**config.mk**
```make
export PLATFORM = sky130hd
export DESIGN_NAME = stage_mem_flat
export DESIGN_NICKNAME = d
export VERILOG_FILES = /design/src/rtl/stage_mem.sv /design/src/rtl/stage_mem_if.sv /design/src/flat_wrapper.sv
export SDC_FILE = /design/constraint.sdc
export NUM_CORES = 1
export LEC_CHECK = 0
export BUFFER_PORTS_ARGS = -buffer_cell sky130_fd_sc_hd__buf_2
export CAP_MARGIN = 20
export CORE_AREA = 2 2 369 371
export CTS_CLUSTER_SIZE = 16
export DETAILED_ROUTE_END_ITERATION = 8
export DIE_AREA = 0 0 371 373
export GPL_TIMING_DRIVEN = 0
export PLACE_DENSITY_LB_ADDON = 0.08
export REMOVE_ABC_BUFFERS = 1
export SYNTH_ARGS = -nofsm -noshare
export SYNTH_HDL_FRONTEND = slang
export SYNTH_SLANG_ARGS = --single-unit
export TNS_END_PERCENT = 30
```
**constraint.sdc**
```tcl
create_clock -name clock -period 1.95 [get_ports clock]
set_clock_uncertainty 0.05 [all_clocks]
set_input_delay 0.0975 -clock clock [delete_from_list [all_inputs] [get_ports clock]]
set_output_delay 0.0975 -clock clock [all_outputs]
set_load 0.1 [all_outputs]
```
**src/rtl/stage_mem.sv**
```systemverilog
`default_nettype none
// ============================================================================
// Module   : stage_mem (with package stage_mem_pkg)
// Brief    : Memory stage of the 5-stage in-order core. Registers the
//            execute-stage bundle, runs load/store accesses over a
//            valid/ready data-memory port, aligns byte lanes, extends load
//            data, forwards rd to decode and hands a bundle to write-back.
// Options  : MEM_ACCESS_FAULT_EN - adds dmem_resp_err; error responses
//            raise a load/store access-fault trap and suppress the rd write.
// Revision : 1.0 - initial release
// ============================================================================

package stage_mem_pkg;

    localparam logic [3:0] EXC_LOAD_ACCESS_FAULT  = 4'd5;
    localparam logic [3:0] EXC_STORE_ACCESS_FAULT = 4'd7;

    typedef struct packed {
        logic        trap_en;
        logic        trap_is_int;
        logic [3:0]  cause;
        logic [63:0] tval;
    } trap_t;

    typedef struct packed {
        logic        rd_en;
        logic        rd_forward_exe;
        logic [4:0]  rd;
        logic        mem_en;
        logic        mem_write;
        logic [1:0]  mem_size;
        logic        mem_unsigned;
    } pack_t;

    typedef struct packed {
        logic        exe_valid;
        logic        id_valid;
        logic [63:0] pc;
        pack_t       pack;
        trap_t       trap;
        logic        ctrl_trans;
        logic [63:0] ctrl_trans_addr;
        logic [63:0] mem_addr;
        logic [63:0] rs2_value;
        logic [63:0] rd_value;
    } exe2mem;

    typedef struct packed {
        logic        mem_valid;
        logic [63:0] pc;
        pack_t       pack;
        trap_t       trap;
        logic        ctrl_trans;
        logic [63:0] ctrl_trans_addr;
        logic [63:0] rd_value;
    } mem2wb;

endpackage

module stage_mem
    import stage_mem_pkg::*;
#(
    parameter int DMEM_WIDTH = 64   // only 64 is supported
) (
    input  logic                    clock,
    input  logic                    reset,
    input  exe2mem                  mem_data_from_ex,
    input  logic                    mem_flush,
    input  logic                    mem_ready,
    output logic                    mem_stall,
    gpr_forward.master              mem_forward,
    output logic                    dmem_req_valid,
    input  logic                    dmem_req_ready,
    output logic [63:0]             dmem_req_addr,
    output logic                    dmem_req_write,
    output logic [DMEM_WIDTH-1:0]   dmem_req_wdata,
    output logic [DMEM_WIDTH/8-1:0] dmem_req_wstrb,
    input  logic                    dmem_resp_valid,
    input  logic [DMEM_WIDTH-1:0]   dmem_resp_data,
`ifdef MEM_ACCESS_FAULT_EN
    input  logic                    dmem_resp_err,
`endif
    output mem2wb                   wb_data
);

    typedef enum logic [2:0] {
        S_IDLE  = 3'd0,
        S_REQ   = 3'd1,
        S_WAIT  = 3'd2,
        S_DONE  = 3'd3,
        S_DRAIN = 3'd4
    } state_e;

    state_e                  state_q;
    state_e                  state_d;
    exe2mem                  in_q;
    logic [DMEM_WIDTH-1:0]   rdata_q;

    logic                    w_access;
    logic                    w_next_access;
    logic [2:0]              w_off;
    logic [5:0]              w_shamt;
    logic                    w_is_store;
    logic                    w_is_load;
    logic                    w_capture;
    logic [DMEM_WIDTH-1:0]   w_shifted;
    logic [63:0]             w_load_val;
    logic [63:0]             w_result;
    logic                    w_fault;
    logic                    w_rd_en;
    trap_t                   w_trap;

    // The held instruction needs a memory access (trapped ones never touch memory).
    assign w_access      = in_q.exe_valid && in_q.pack.mem_en && !in_q.trap.trap_en;
    // The instruction about to be latched needs an access; lets DONE chain straight into REQ.
    assign w_next_access = mem_data_from_ex.exe_valid && mem_data_from_ex.pack.mem_en
                           && !mem_data_from_ex.trap.trap_en;
    assign w_off         = in_q.mem_addr[2:0];
    assign w_shamt       = {w_off, 3'b000};
    assign w_is_store    = in_q.pack.mem_en && in_q.pack.mem_write;
    assign w_is_load     = in_q.pack.mem_en && !in_q.pack.mem_write && !in_q.trap.trap_en;

    // Response is taken only on the transition into DONE, so each request consumes one response.
    assign w_capture     = (state_d == S_DONE) && (state_q != S_DONE);

    // Input pipeline register: flush kills, otherwise advance when not stalled and downstream ready.
    always_ff @(posedge clock or negedge reset) begin
        if (!reset) begin
            in_q <= '0;
        end else if (mem_flush) begin
            in_q <= '0;
        end else if (!mem_stall && mem_ready) begin
            in_q <= mem_data_from_ex.exe_valid ? mem_data_from_ex : '0;
        end
    end

    // FSM state register plus the response data buffer.
    always_ff @(posedge clock or negedge reset) begin
        if (!reset) begin
            state_q <= S_IDLE;
            rdata_q <= '0;
        end else begin
            state_q <= state_d;
            if (w_capture) begin
                rdata_q <= dmem_resp_data;
            end
        end
    end

`ifdef MEM_ACCESS_FAULT_EN
    logic err_q;

    // Error flag travels with the captured response.
    always_ff @(posedge clock or negedge reset) begin
        if (!reset) begin
            err_q <= 1'b0;
        end else if (w_capture) begin
            err_q <= dmem_resp_err;
        end
    end

    assign w_fault = (state_q == S_DONE) && err_q;
`else
    assign w_fault = 1'b0;
`endif

    // Next-state logic; a flush with the handshake already done must drain the pending response.
    always_comb begin
        state_d = state_q;
        case (state_q)
            S_IDLE: begin
                if (!mem_flush && w_access) begin
                    state_d = S_REQ;
                end
            end
            S_REQ: begin
                if (mem_flush) begin
                    state_d = (dmem_req_ready && !dmem_resp_valid) ? S_DRAIN : S_IDLE;
                end else if (dmem_req_ready) begin
                    state_d = dmem_resp_valid ? S_DONE : S_WAIT;
                end
            end
            S_WAIT: begin
                if (dmem_resp_valid) begin
                    state_d = mem_flush ? S_IDLE : S_DONE;
                end else if (mem_flush) begin
                    state_d = S_DRAIN;
                end
            end
            S_DONE: begin
                if (mem_flush) begin
                    state_d = S_IDLE;
                end else if (mem_ready) begin
                    state_d = w_next_access ? S_REQ : S_IDLE;
                end
            end
            S_DRAIN: begin
                if (dmem_resp_valid) begin
                    state_d = S_IDLE;
                end
            end
            default: state_d = S_IDLE;
        endcase
    end

    // Stall and request-side outputs; request fields come straight from the held bundle so they stay stable.
    always_comb begin
        mem_stall      = (state_q == S_REQ) || (state_q == S_WAIT) || (state_q == S_DRAIN)
                         || ((state_q == S_IDLE) && w_access);
        dmem_req_valid = (state_q == S_REQ);
        dmem_req_write = w_is_store;
        dmem_req_wdata = '0;
        dmem_req_wstrb = '0;
        case (in_q.pack.mem_size)
            2'd0:    dmem_req_addr = in_q.mem_addr;
            2'd1:    dmem_req_addr = {in_q.mem_addr[63:1], 1'b0};
            2'd2:    dmem_req_addr = {in_q.mem_addr[63:2], 2'b00};
            default: dmem_req_addr = {in_q.mem_addr[63:3], 3'b000};
        endcase
        if (w_is_store) begin
            dmem_req_wdata = in_q.rs2_value << w_shamt;
            case (in_q.pack.mem_size)
                2'd0:    dmem_req_wstrb = 8'h01 << w_off;
                2'd1:    dmem_req_wstrb = 8'h03 << w_off;
                2'd2:    dmem_req_wstrb = 8'h0F << w_off;
                default: dmem_req_wstrb = 8'hFF;
            endcase
        end
    end

    // Load data: move the addressed bytes to bit 0, then truncate and extend.
    always_comb begin
        w_shifted  = rdata_q >> w_shamt;
        w_load_val = w_shifted;
        case (in_q.pack.mem_size)
            2'd0: w_load_val = in_q.pack.mem_unsigned ? {56'd0, w_shifted[7:0]}
                                                      : {{56{w_shifted[7]}}, w_shifted[7:0]};
            2'd1: w_load_val = in_q.pack.mem_unsigned ? {48'd0, w_shifted[15:0]}
                                                      : {{48{w_shifted[15]}}, w_shifted[15:0]};
            2'd2: w_load_val = in_q.pack.mem_unsigned ? {32'd0, w_shifted[31:0]}
                                                      : {{32{w_shifted[31]}}, w_shifted[31:0]};
            default: w_load_val = w_shifted;
        endcase
    end

    // Result selection and trap override on a faulting response.
    always_comb begin
        w_result = w_is_load ? w_load_val : in_q.rd_value;
        w_rd_en  = in_q.pack.rd_en && !w_fault;
        w_trap   = in_q.trap;
        if (w_fault) begin
            w_trap.trap_en     = 1'b1;
            w_trap.trap_is_int = 1'b0;
            w_trap.cause       = in_q.pack.mem_write ? EXC_STORE_ACCESS_FAULT : EXC_LOAD_ACCESS_FAULT;
            w_trap.tval        = in_q.mem_addr;
        end
    end

    // Write-back bundle: pass-through fields plus result, valid only on a real handoff.
    always_comb begin
        wb_data                 = '0;
        wb_data.mem_valid       = !mem_stall && mem_ready && in_q.id_valid;
        wb_data.pc              = in_q.pc;
        wb_data.pack            = in_q.pack;
        wb_data.pack.rd_en      = w_rd_en;
        wb_data.trap            = w_trap;
        wb_data.ctrl_trans      = in_q.ctrl_trans;
        wb_data.ctrl_trans_addr = in_q.ctrl_trans_addr;
        wb_data.rd_value        = w_result;
    end

    assign mem_forward.rd_en      = w_rd_en;
    assign mem_forward.rd_forward = in_q.pack.rd_forward_exe || !in_q.pack.mem_en
                                    || (state_q == S_DONE);
    assign mem_forward.rd         = in_q.pack.rd;
    assign mem_forward.rd_value   = w_result;

endmodule

`default_nettype wire

```
**src/rtl/stage_mem_if.sv**
```systemverilog
`default_nettype none
// ============================================================================
// Module   : gpr_forward (interface)
// Brief    : Register forwarding path from a later pipe stage to decode.
// Revision : 1.0 - initial release
// ============================================================================

interface gpr_forward;

    logic        rd_en;
    logic        rd_forward;
    logic [4:0]  rd;
    logic [63:0] rd_value;

    modport master (output rd_en, rd_forward, rd, rd_value);
    modport slave  (input  rd_en, rd_forward, rd, rd_value);

endinterface

`default_nettype wire

```
**src/flat_wrapper.sv**
```systemverilog
// flat-port wrapper written by rule: the top's interface ports become plain ports
module stage_mem_flat import stage_mem_pkg::*;
#(
    parameter int DMEM_WIDTH = 64                          
)
  (clock, reset, mem_data_from_ex, mem_flush, mem_ready, mem_stall, dmem_req_valid, dmem_req_ready, dmem_req_addr, dmem_req_write, dmem_req_wdata, dmem_req_wstrb, dmem_resp_valid, dmem_resp_data, wb_data, mem_forward_rd_en, mem_forward_rd_forward, mem_forward_rd, mem_forward_rd_value);
  gpr_forward mem_forward_i ();
  input  logic clock;
  input  logic reset;
  input  exe2mem mem_data_from_ex;
  input  logic mem_flush;
  input  logic mem_ready;
  output logic mem_stall;
  output logic dmem_req_valid;
  input  logic dmem_req_ready;
  output logic [63:0] dmem_req_addr;
  output logic dmem_req_write;
  output logic [DMEM_WIDTH-1:0] dmem_req_wdata;
  output logic [DMEM_WIDTH/8-1:0] dmem_req_wstrb;
  input  logic dmem_resp_valid;
  input  logic [DMEM_WIDTH-1:0] dmem_resp_data;
  output mem2wb wb_data;
  output wire logic [$bits(mem_forward_i.rd_en)-1:0] mem_forward_rd_en;
  output wire logic [$bits(mem_forward_i.rd_forward)-1:0] mem_forward_rd_forward;
  output wire logic [$bits(mem_forward_i.rd)-1:0] mem_forward_rd;
  output wire logic [$bits(mem_forward_i.rd_value)-1:0] mem_forward_rd_value;
  assign mem_forward_rd_en = mem_forward_i.rd_en;
  assign mem_forward_rd_forward = mem_forward_i.rd_forward;
  assign mem_forward_rd = mem_forward_i.rd;
  assign mem_forward_rd_value = mem_forward_i.rd_value;
  stage_mem #(.DMEM_WIDTH(DMEM_WIDTH)) u_core (.clock(clock), .reset(reset), .mem_data_from_ex(mem_data_from_ex), .mem_flush(mem_flush), .mem_ready(mem_ready), .mem_stall(mem_stall), .mem_forward(mem_forward_i), .dmem_req_valid(dmem_req_valid), .dmem_req_ready(dmem_req_ready), .dmem_req_addr(dmem_req_addr), .dmem_req_write(dmem_req_write), .dmem_req_wdata(dmem_req_wdata), .dmem_req_wstrb(dmem_req_wstrb), .dmem_resp_valid(dmem_resp_valid), .dmem_resp_data(dmem_resp_data), .wb_data(wb_data));
endmodule
```
# --- After elaboration in Yosys (flattened, before gate mapping) ---
# Index checks and enable logic that the tools add are counted.
op_classes:
  add_sub_neg: 0
  mul: 0
  div_mod_pow: 0
  order_cmp: 0
  n_eq_ne: 8
  shifts: 5
  mux: 25
  bitwise: 0
  n_reduce_logical: 28
op_table:
  columns: ["operator", "n"]
  rows:
  - ["two-way mux 405 bit", 3]
  - ["two-way mux 64 bit", 5]
  - ["case mux 64 bit (3 select lines)", 1]
  - ["<< shifter 64 x 6 -> 64 bit", 1]
  - ["right shift 64 x 6 -> 64 bit", 1]
  - ["two-way mux 3 bit", 9]
  - ["case mux 8 bit (3 select lines)", 1]
  - ["case mux 3 bit (5 select lines)", 1]
  - ["logical AND 1 bit", 13]
  - ["== test 3 x 2 -> 1 bit (second input constant)", 3]
  - ["case mux 3 bit (3 select lines)", 1]
  - ["two-way mux 8 bit", 1]
  - ["<< shifter 1 x 3 -> 8 bit (first input constant)", 1]
  - ["<< shifter 2 x 3 -> 8 bit (first input constant)", 1]
  - ["<< shifter 4 x 3 -> 8 bit (first input constant)", 1]
  - ["zero test 1 bit", 7]
  - ["logical OR 1 bit", 5]
  - ["== test 3 x 1 -> 1 bit (second input constant)", 1]
  - ["== test 3 bit (second input constant)", 1]
  - ["zero test 3 bit", 1]
  - ["!= test 3 x 2 -> 1 bit (second input constant)", 1]
  - ["== test 2 x 1 -> 1 bit (second input constant)", 1]
  - ["== test 2 bit (second input constant)", 1]
  - ["zero test 2 bit", 1]
  - ["3 further kinds", 4]
totals:
  regBits: 472
  latchBits: 0
  ramBits: 0
  mem_bits_ro: 0
  output_inout_bits: 486
  word_cells: 87
  n_memories: 0

# --- Logic depth before layout (Yosys ltp) ---
logic_depth:
  ltp_word: 8
  mapped_depth: 10
  ltp_nobuf: 7

# --- Worst setup path before layout ---
# OpenSTA, ideal clock, no wires.
synth_timing:
  path_kind: "reg2out"
  startpoint: "register u_core.in_q[129] (netlist name)"
  endpoint: "output port wb_data[21] (netlist name)"
  t_arrival_ns: 4.354
  path_slack_ns: -2.552
  stages_incl_launch_ff: 10
  n_path_buf: 4
  cell_sequence: "dfrtp_1 buf_4 or2_2 clkbuf_1 o22ai_1 o211a_2 a31oi_2 buf_2 o21ai_0 buf_4"
synth_between:
  elab_chain_len: 4
  word_cells_on_any_way: 6
synth_lines:
  columns: ["item", "line_no", "source"]
  rows:
  - ["start: declaration", "stage_mem.sv:96", "exe2mem in_q;"]
  - ["start signal: assignment", "stage_mem.sv:133", "in_q <= mem_data_from_ex.exe_valid ? mem_data_from_ex : '0;"]
  - ["right shift 64 x 6 -> 64 bit (*)", "stage_mem.sv:233", "w_shifted = rdata_q >> w_shamt;"]
  - ["two-way mux 64 bit, on equally long branches", "stage_mem.sv:240, stage_mem.sv:236, stage_mem.sv:238", null]
  - ["case mux 64 bit (3 select lines) (*)", "stage_mem.sv:235", "case (in_q.pack.mem_size)"]
  - ["two-way mux 64 bit (*)", "stage_mem.sv:248", "w_result = w_is_load ? w_load_val : in_q.rd_value;"]
  - ["end: declaration", "flat_wrapper.sv:22", "output mem2wb wb_data;"]
# Every way passes the cells marked *; elsewhere a longest branch is shown, timed or not.

# --- Worst setup path in the final report ---
layout_timing:
  startpoint: "register u_core.in_q[129] (netlist name)"
  endpoint: "output port mem_forward_rd_value[37]"
layout_between:
  elab_chain_len: 4
  word_cells_on_any_way: 6
layout_lines:
  columns: ["item", "line_no", "source"]
  rows:
  - ["right shift 64 x 6 -> 64 bit (*)", "stage_mem.sv:233", null]
  - ["two-way mux 64 bit, on equally long branches", "stage_mem.sv:240, stage_mem.sv:236, stage_mem.sv:238", null]
  - ["case mux 64 bit (3 select lines) (*)", "stage_mem.sv:235", null]
  - ["two-way mux 64 bit (*)", "stage_mem.sv:248", null]
  - ["end: declaration", "flat_wrapper.sv:26", "output wire logic [$bits(mem_forward_i.rd_value)-1:0] mem_forward_rd_value;"]
# Marked as above.

==> results.md <==
- Status: complete, but fails checks
- Failing checks: negative setup slack
- CP Cell Sequence: buf_16 > buf_16 > and2_4 > a2111oi_4 > a221oi_4 > buf_6 > a311oi_4 > buf_12 > buf_12 > buf_16 > a31oi_4 > buf_12
- Period utilisation layout: 1.851
- CP Max Fanout: 7
- Fin. max-slew vios: 0
- Routed WL: between 100 and 150 mm
- Worst r2r src: u_core.wb_data[203]
- Hold Fails Final Rpt: 0
- Largest net degree at the start of global routing: approximately 100
- Post-Syn Area: around 0.024 mm²
- CTS sink cnt: between 400 and 500
- CP peak stage delay: about 540 ps
- Worst-Margin Slew: 893.5 ps
- Die ar.: 0.1384 mm²
- Bufs and invs on worst path: 7
- Hold Path Class: primary input to async pin
- Cell Rows: between 100 and 150
- Final setup fails: just under 700
- DP HPWL: around 89 mm
- Ys Warns: 0
- CORE AREA: approximately 0.13 mm²
- Chip width: approximately 370 µm
- Worst EP arrival: ~3500 ps
- Ys flop type: dfrtp_1
- DP Area: a little under 0.03 mm²
- Remaining global-route overflow: 0
- GPL Wtd Cong: slightly below 0.8
- Filler cell count: around 14000
- Setup slack at placement: -2601 ps
- Worst-path clk slew: about 50 ps
- Total track usage: 0.1836
- Mapped Cells: 2146
- Via Count: approximately 23000
- Fmax achieved: 0.2770 GHz
- DRC viols: 0
- Layout net count: 3881
- Clk_lat worst skew: 640 ps
- IO Pins: 961
- Final instance area: between 0.04 and 0.05 mm²
- Area Growth Syn to Fin: 76.83%
- TritonCTS Buffers: ~70
- RSZ-0062 raised after global routing: true
- Reg2reg setup slack: -1040 ps
- Register area share after synthesis: 0.4837
- Maximum VDD drop: 0.6268 mV
- Initial Util: 0.1814
- First-pass detailed-route iteration total: 5
- Ys async rst share: 1.000
- First-pass GRT wire length: roughly 180 mm
- R2r endpoint: u_core.rdata_q[61]
- Worst Slack Setup Final: -1660 ps
- WS Path Type: flop to output pin
- WHS: 31.85 ps
- Layout cells sized above 1: 0.4795
- Max-cap viol count: 0
- Initial antenna violation count: 33
- Number of port buffers: 960
- Cells on worst reg2reg path: 6
- Startpoint Class: flop
- Critical path's slowest cell: dfrtp_4
- Buffer type at the clock tree root: clkbuf_16
- CP required: ~1800 ps
- Vias in the first global route: roughly 24000
- CTS Buffer Depth: 3
- H-tree depth: 3
- Delay-heaviest family, CP: buffers and inverters
- Crit end category: output pin
- Via density: about 4.3
- Crit path time final: about 3600 ps
- Synth cell types: 54
- Leakage: about 20 nW
- Post-synthesis register bit count: 472
- Iter 0 DRT Violations: between 1000 and 1500
- Antenna viol nets, final: 0
- EDFF count, synth: 0
- TritonCTS clock tree: done
- Max-slew headroom: 0.4044
- DR WL/cell: 25.74 µm
- Die height: 373 µm
- PwrDens: roughly 780 mW/mm²
- Syn Area/Cell: 11.38 µm²
==> worst max path at each step <==
stage | to | from | depth (start not counted) | slack [ps]
floorplan | u_core.in_q[0] | u_core.wb_data[203] | 5 | -8900
global placement | u_core.in_q[111] | u_core.wb_data[203] | 5 | -14790
detailed placement | wb_data[21] | u_core.in_q[128] | 9 | -2600
CTS | mem_forward_rd_value[37] | u_core.in_q[129] | 12 | -1760
global route | mem_forward_rd_value[37] | u_core.in_q[129] | 12 | -1760
finish | mem_forward_rd_value[37] | u_core.in_q[129] | 12 | -1660
==> where the power goes <==
group / internal [mW] / switching, mW / total (mW) / leakage, nW
Clock: 7.96 / 5.31 / 13.3 / 1.14
Sequential: 10.3 / 0.409 / 10.7 / 6.45
Combinational: 3.53 / 6.38 / 9.90 / 12.3
==> cells in the final DEF, fill, tap and decap left out, drive strengths merged, types with 8 or more instances in the layout <==
| master | instances |
|---|---|
| or3 | 8 |
| o21ai | 55 |
| a21oi | 75 |
| a211oi | 29 |
| nor2 | 130 |
| buf | 1201 |
| dlygate4sd3 | 474 |
| clkbuf | 123 |
| o22ai | 10 |
| a22o | 405 |
| nor2b | 35 |
| a31oi | 21 |
| nand3 | 9 |
| a2bb2oi | 11 |
| clkinv | 11 |
| and2 | 15 |
| o22a | 8 |
| dfrtp | 472 |
| nand2 | 54 |
| mux2 | 84 |
| mux4 | 24 |
| a22oi | 15 |
| mux2i | 122 |
| diode | 13 |
==> Yosys cell counts, types with 2 or more instances <==
cell type | instances | area (µm²)
mux2_2 | 83 | 934.7
mux4_2 | 24 | 540.5
mux2i_1 | 122 | 1221
a22o_1 | 405 | 3547
nor2_1 | 129 | 484.2
buf_6 | 12 | 135.1
o22a_1 | 8 | 70.07
a211oi_1 | 29 | 217.7
clkbuf_1 | 39 | 146.4
o21a_1 | 2 | 15.01
a21oi_1 | 74 | 370.4
a22oi_1 | 15 | 112.6
nand3b_1 | 2 | 15.01
a31oi_1 | 20 | 125.1
nand3_1 | 9 | 45.04
nor2b_1 | 34 | 212.7
a21o_1 | 2 | 15.01
nor3_1 | 5 | 25.02
or2_2 | 3 | 18.77
and2_1 | 15 | 93.84
or3_1 | 8 | 50.05
dfrtp_1 | 472 | 11810
and3_1 | 2 | 12.51
nor3b_1 | 2 | 15.01
nand2_1 | 53 | 198.9
ha_1 | 5 | 62.56
nand2b_1 | 2 | 12.51
buf_1 | 7 | 26.28
inv_1 | 7 | 26.28
buf_2 | 98 | 490.5
o22ai_1 | 10 | 62.56
o21ai_0 | 54 | 270.3
a2bb2oi_1 | 11 | 96.34
buf_4 | 363 | 2725
==> flip-flops by register name, indices dropped and copies added (netlist names) <==
register	cells
u_core.state_q	3
u_core.rdata_q	64
u_core.in_q	194
u_core.mem_forward.rd_en	1
u_core.mem_forward.rd	5
u_core.wb_data	205
==> layer usage <==
layer | GRT usage | part of all wire | up-vias
met1 | 0.2250 | 0.42 | 11581
met5 | 0 | 0.0013 | -
met2 | 0.3215 | 0.50 | 789
met4 | 0.04576 | 0.021 | 28
met3 | 0.04185 | 0.057 | 162
li1 | - | - | 10102
==> logic make-up (layout without fill, tap and decap cells) <==
family	Yosys count	in the layout	share of synthesized area
AND/OR/NAND/NOR	270	273	0.05073
AO/OA/AOI/OAI	641	641	0.2059
multiplexers	230	230	0.1110
flip-flops	472	472	0.4837
other	0	13	0
adder cells (fa/ha/maj)	6	6	0.003023
buffers and inverters	527	1834	0.1455
==> per-stage QoR <==
step | setup TNS (ps) | cells | total power [mW] | util
after floorplan | -4959790 | 1627 | 15.79 | -
after global placement | - | 4368 | 18.11 | 0.2074
after detailed placement | -605960 | 4420 | 18.00 | 0.2167
after CTS | -629970 | 5138 | 33.85 | 0.3034
after global routing | -563490 | 5250 | 35.25 | 0.3207
final | -485910 | 5250 | 33.85 | 0.3207
==> area by class of cell <==
cell class | count | area [µm²] | area share
timing repair buffer | 1700 | 15970 | 0.3698
antenna | 13 | 32.53 | 0.0007534
clock inverter | 21 | 320.3 | 0.007419
sequential | 472 | 11840 | 0.2742
tap | 1781 | 2228 | 0.05161
clock buffer | 105 | 2044 | 0.04735
inverter | 8 | 48.80 | 0.001130
multi-input combinational | 1150 | 10700 | 0.2478
==> what timing repair did <==
item | CTS | global route
endpoints found under the hold margin | 566 | 1
setup endpoints to repair | 679 | 686
gates resized for setup | 797 | 339
setup buffers | 101 | 88
pin swaps | 33 | 92
hold buffers | 473 | 1
cloned | 18 | 22
(Power assumes the default switching activity.)
